[src/rtl/hud_bcd_encoder.sv]
// HUD counter encoder: samples score/timer/level/treasures once per frame and converts each
// to packed BCD with a shared double-dabble engine (timer first split into MM:SS by /60).
module hud_bcd_encoder #(
    parameter int unsigned SCORE_W      = 17,
    parameter int unsigned TIME_W       = 11,
    parameter int unsigned SECS_PER_MIN = 60
) (
    input  logic               Clk,
    input  logic               Reset,
    input  logic               frame_start,
    input  logic [SCORE_W-1:0] score_count,
    input  logic [TIME_W-1:0]  time_sec,
    input  logic [7:0]         level,
    input  logic [4:0]         treasures,
    output logic               busy,
    output logic               digits_valid,
    output logic [23:0]        score_bcd,
    output logic [15:0]        time_bcd,
    output logic [11:0]        level_bcd,
    output logic [7:0]         treasure_bcd
);

    typedef enum logic [2:0] {StIdle, StDiv, StScore, StMin, StSec, StLvl, StTrs} state_t;

    state_t             state;
    logic [4:0]         cnt;
    logic [SCORE_W-1:0] lat_score;
    logic [TIME_W-1:0]  lat_time;
    logic [7:0]         lat_level;
    logic [4:0]         lat_trs;
    logic [TIME_W-1:0]  dq;   // dividend shifts out the top, quotient shifts in the bottom
    logic [5:0]         rem;
    logic [SCORE_W-1:0] bin;
    logic [23:0]        bcd;
    logic [23:0]        stg_score;
    logic [7:0]         stg_min;
    logic [7:0]         stg_sec;
    logic [11:0]        stg_lvl;

    logic [6:0]           div_try;
    logic                 div_ge;
    logic [5:0]           rem_next;
    logic [TIME_W-1:0]    dq_next;
    logic [3:0]           nib;
    logic [23:0]          bcd_adj;
    logic [23+SCORE_W:0]  dd_next;
    logic [23:0]          bcd_next;
    logic [SCORE_W-1:0]   bin_next;

    always_comb begin
        div_try  = {rem, dq[TIME_W-1]};
        div_ge   = div_try >= 7'(SECS_PER_MIN);
        rem_next = div_ge ? 6'(div_try - 7'(SECS_PER_MIN)) : div_try[5:0];
        dq_next  = {dq[TIME_W-2:0], div_ge};

        nib     = '0;
        bcd_adj = '0;
        for (int i = 0; i < 6; i++) begin
            nib = bcd[4*i +: 4];
            bcd_adj[4*i +: 4] = (nib >= 4'd5) ? nib + 4'd3 : nib;
        end
        dd_next  = {bcd_adj, bin} << 1;
        bcd_next = dd_next[23+SCORE_W:SCORE_W];
        bin_next = dd_next[SCORE_W-1:0];
    end

    always_ff @(posedge Clk or posedge Reset) begin
        if (Reset) begin
            state        <= StIdle;
            cnt          <= '0;
            lat_score    <= '0;
            lat_time     <= '0;
            lat_level    <= '0;
            lat_trs      <= '0;
            dq           <= '0;
            rem          <= '0;
            bin          <= '0;
            bcd          <= '0;
            stg_score    <= '0;
            stg_min      <= '0;
            stg_sec      <= '0;
            stg_lvl      <= '0;
            busy         <= 1'b0;
            digits_valid <= 1'b0;
            score_bcd    <= '0;
            time_bcd     <= '0;
            level_bcd    <= '0;
            treasure_bcd <= '0;
        end else begin
            digits_valid <= 1'b0;
            unique case (state)
                StIdle: begin
                    if (frame_start) begin
                        lat_score <= score_count;
                        lat_time  <= time_sec;
                        lat_level <= level;
                        lat_trs   <= treasures;
                        busy      <= 1'b1;
                        cnt       <= 5'd11;
                        state     <= StDiv;
                    end
                end
                StDiv: begin
                    // cnt==11 is the divider setup cycle, then 11 quotient bits
                    if (cnt == 5'd11) begin
                        dq  <= lat_time;
                        rem <= '0;
                        cnt <= 5'd10;
                    end else begin
                        dq  <= dq_next;
                        rem <= rem_next;
                        if (cnt == 5'd0) begin
                            bin   <= lat_score;
                            bcd   <= '0;
                            cnt   <= 5'(SCORE_W - 1);
                            state <= StScore;
                        end else begin
                            cnt <= cnt - 5'd1;
                        end
                    end
                end
                StScore, StMin, StSec, StLvl: begin
                    if (cnt == 5'd0) begin
                        bcd <= '0;
                        unique case (state)
                            StScore: begin
                                stg_score <= bcd_next;
                                bin       <= SCORE_W'(dq[5:0]) << (SCORE_W - 6);
                                cnt       <= 5'd5;
                                state     <= StMin;
                            end
                            StMin: begin
                                stg_min <= bcd_next[7:0];
                                bin     <= SCORE_W'(rem) << (SCORE_W - 6);
                                cnt     <= 5'd5;
                                state   <= StSec;
                            end
                            StSec: begin
                                stg_sec <= bcd_next[7:0];
                                bin     <= SCORE_W'(lat_level) << (SCORE_W - 8);
                                cnt     <= 5'd7;
                                state   <= StLvl;
                            end
                            default: begin
                                stg_lvl <= bcd_next[11:0];
                                bin     <= SCORE_W'(lat_trs) << (SCORE_W - 5);
                                cnt     <= 5'd4;
                                state   <= StTrs;
                            end
                        endcase
                    end else begin
                        bcd <= bcd_next;
                        bin <= bin_next;
                        cnt <= cnt - 5'd1;
                    end
                end
                StTrs: begin
                    if (cnt == 5'd0) begin
                        score_bcd    <= stg_score;
                        time_bcd     <= {stg_min, stg_sec};
                        level_bcd    <= stg_lvl;
                        treasure_bcd <= bcd_next[7:0];
                        digits_valid <= 1'b1;
                        busy         <= 1'b0;
                        state        <= StIdle;
                    end else begin
                        bcd <= bcd_next;
                        bin <= bin_next;
                        cnt <= cnt - 5'd1;
                    end
                end
                default: state <= StIdle;
            endcase
        end
    end

endmodule
[config.mk]
export PLATFORM = sky130hd
export DESIGN_NAME = hud_bcd_encoder
export DESIGN_NICKNAME = d
export VERILOG_FILES = /design/src/rtl/hud_bcd_encoder.sv
export SDC_FILE = /design/constraint.sdc
export NUM_CORES = 1
export LEC_CHECK = 0
export ABC_AREA = 1
export BUFFER_PORTS_ARGS = -buffer_cell sky130_fd_sc_hd__buf_2
export CAP_MARGIN = 20
export CORE_UTILIZATION = 33
export DETAILED_ROUTE_END_ITERATION = 7
export GPL_ROUTABILITY_DRIVEN = 0
export GPL_TIMING_DRIVEN = 0
export HOLD_SLACK_MARGIN = 0.03
export SYNTH_ARGS = -nofsm -noshare
export SYNTH_HDL_FRONTEND = slang
export SYNTH_SLANG_ARGS = --single-unit
[constraint.sdc]
create_clock -name Clk -period 8.99 [get_ports Clk]
set_input_delay 0.4495 -clock Clk [delete_from_list [all_inputs] [get_ports Clk]]
set_output_delay 0.4495 -clock Clk [all_outputs]
set_load 0.01 [all_outputs]
==> impl_metrics.env <==
export IMPL_reg2reg_depth=8
export IMPL_switching_share_pct=36.9
export IMPL_crit_chain="inv_1 -> ha_1 -> nand3_1 -> buf_4 -> nor2_2 -> clkinv_1 -> nand2_1 -> o21ai_0"
export IMPL_fp_dieArea_mm2=0.0306
export IMPL_async_flop_share_pct=100
export IMPL_synth_seq_area_share_pct=55.9
export IMPL_startpoint_type="flop"
export IMPL_worstPathMaxFanout=10
export IMPL_synth_edf_count=0
export IMPL_hold_viol_final=0
export IMPL_antenna_found_initial=0
export IMPL_io_pins=106
export IMPL_p_per_area_mw_per_mm2=296
export IMPL_drc=0
export IMPL_critical_path_slowest_cell="nor2_2"
export IMPL_clk_insertion_delay_late_ps=520
export IMPL_postCtsSetupBuffers=0
export IMPL_max_freq_mhz=437
export IMPL_p_leak_nw=6.02
export IMPL_grt_pass1_vias=7498
export IMPL_path_class="flop to flop"
export IMPL_holdCritPathClass="primary input to asynchronous set/reset pin"
export IMPL_synth_ff_type="dfrtp_1"
export IMPL_initialDrtViolationCount=605
export IMPL_clock_path_buffers=3
export IMPL_worstSetupEndpointType="flop"
export IMPL_synth_cells=1107
export IMPL_final_max_slew_viol_count=0
export IMPL_postCtsHoldBufs=0
export IMPL_final_common_cell="nand2_1"
export IMPL_post_route_period_util_pct=25.4
export IMPL_ant_nets=0
export IMPL_syn_nets=1166
export IMPL_cts_sinks=221
export IMPL_whs_ps=121
export IMPL_reg2reg_slack_ps=6700
export IMPL_tns_ps=0
export IMPL_crit_reg2reg_capture="stg_sec[6]"
export IMPL_cts_root_buf="clkbuf_16"
export IMPL_fin_skew_ps=21.6
export IMPL_cp_num_buf_inv=3
export IMPL_intPower_w=0.00219
export IMPL_fp_dieW_um=175
export IMPL_syn2layout_area_growth_pct=18.8
export IMPL_dr_pass1_iters=5
export IMPL_netlist_area_mm2=0.00988
export IMPL_portBuffers=105
export IMPL_yosys_warnings=0
export IMPL_switchingPower_w=0.00128
export IMPL_pwr_share_comb_pct=33.3
export IMPL_p_seq_share_pct=37.4
export IMPL_via_per_inst=4.63
export IMPL_grt_pass1_wl_mm=38.8
export IMPL_grt_overflow_total=0
export IMPL_cts_repair_resized=0
export IMPL_maxCapViolCount=0
export IMPL_setup_viol=0
export IMPL_start_util_pct=34.0
export IMPL_cp_data_required_time_ps=9350
export IMPL_ys_types=35
export IMPL_grt_start_max_net_pins=127
export IMPL_layout_common_cells="nand2_1, dfrtp_1, buf_2"
export IMPL_fin_nets=1298
export IMPL_clkPwrFrac_pct=29.3
export IMPL_worst_slew_pin_transition_ps=1120
export IMPL_cts_inserted_buffers=24
export IMPL_period_needed_ps=2290
export IMPL_num_rows=62
export IMPL_wire_per_inst_um=14.1
export IMPL_diodes=0
export IMPL_critical_path_max_stage_delay_ps=430
export IMPL_critPathTopFamily="simple AND/OR/NAND/NOR gates"
export IMPL_r2r_start="cnt[0]"
export IMPL_htree_num_levels=1
export IMPL_irDropWorstVdd_uv=173
export IMPL_synth_seq_cells=221
export IMPL_worstPathArrival_ps=2650
export IMPL_dpl_hpwl_mm=16.4
export IMPL_vias=7595
export IMPL_tritoncts="built"
export IMPL_drive_above_1_share_pct=19.3
export IMPL_syn_area_per_cell_um2=8.93
export IMPL_totalWireLength_mm=23.1
export IMPL_grt_usage_pct=15.6
export IMPL_die_h_um=175
export IMPL_rsz0062_at_grt="no"
export IMPL_core_mm2=0.0291
export IMPL_slew_headroom_pct=24.6
export IMPL_status="finished, final reports clean"
export IMPL_clkSlewWorstSetupHoldPaths_ps=60
[synthesized netlist by cell type, drive strengths merged (2+ instances only)]
library cell,instances,area [um^2]
o21ai,107,536
nor2,59,307
inv,91,344
clkbuf,16,60.1
dfrtp,221,5530
nor3,3,31.3
o22ai,2,12.5
o221ai,10,87.6
nand2,407,1560
o21bai,2,15.0
buf,26,164
nand3,65,355
mux2,37,417
xnor2,2,17.5
nand4,8,50.1
a21oi,25,125
xor2,8,70.1
ha,15,188
[final cells by class]
class                      instances  area, um^2
fill                            2996       17300
inverter                          92         355
sequential                       221        5530
clock buffer                      33         684
buffer                            42         224
clock inverter                     9         134
tap                              384         480
timing repair buffer             106         553
multi-input combinational        752        3780
[power by group through the flow]
stage               Sequential [W]  Combinational (W)  Clock (W)
finish                     0.00130            0.00116    0.00102
CTS                        0.00130            0.00117    0.00104
global placement           0.00131            0.00116          0
floorplan                  0.00128           0.000876          0
detailed placement         0.00132            0.00117          0
global route               0.00132            0.00132    0.00108
[per-stage QoR]
step	setup WS [ps]	util (%)	instance area (um^2)	std cells	total power, W
2_1_floorplan	2490	-	9880	1107	0.00215
3_3_place_gp	-107	37.4	10900	1596	0.00247
3_5_place_dp	6660	37.6	10900	1597	0.00249
4_1_cts	6660	40.4	11700	1639	0.00351
5_1_grt	6410	40.4	11700	1639	0.00372
6_report	6700	40.4	11700	1639	0.00348
[flip-flops by register name, indices dropped and copies added (netlist names)]
register      cells
treasure_bcd      8
rem               6
lat_level         8
cnt               5
score_bcd        24
bin              17
time_bcd         16
stg_lvl          12
stg_sec           8
stg_score        24
lat_trs           5
stg_min           8
busy              1
lat_time         11
lat_score        17
level_bcd        12
dq               11
bcd              24
digits_valid      1
state             3
[worst max-delay path by stage]
stage	start	to	slack, ps	cells past startpoint
floorplan	Reset	bcd[0]	2490	1
global placement	Reset	lat_score[2]	-110	2
detailed placement	cnt[0]	stg_sec[6]	6660	8
CTS	cnt[0]	stg_sec[6]	6660	8
global route	bcd[4]	bcd[6]	6410	9
finish	cnt[0]	stg_sec[6]	6700	8
[per-layer routing]
layer	wire, um	GRT usage (%)	share of wire (%)	vias to the layer above
met3	860	1.89	3.7	35
met1	11600	22.9	50	3564
met2	10200	24.3	44	179
met5	0	0	0	-
met4	472	3.80	2.0	0
li1	-	-	-	3817
[logic make-up (layout without fill, tap and decap cells)]
| kind of cell | after synthesis | count (layout) | synth area share (%) |
|---|---|---|---|
| AO/OA/AOI/OAI | 147 | 147 | 7.92 |
| adder cells (fa/ha/maj) | 15 | 15 | 1.90 |
| AND/OR/NAND/NOR | 543 | 543 | 23.3 |
| multiplexers | 37 | 37 | 4.22 |
| buffers and inverters | 134 | 282 | 5.78 |
| flip-flops | 221 | 221 | 55.9 |
| XOR/XNOR | 10 | 10 | 0.886 |
No activity file was read; power rests on OpenSTA's default activity.
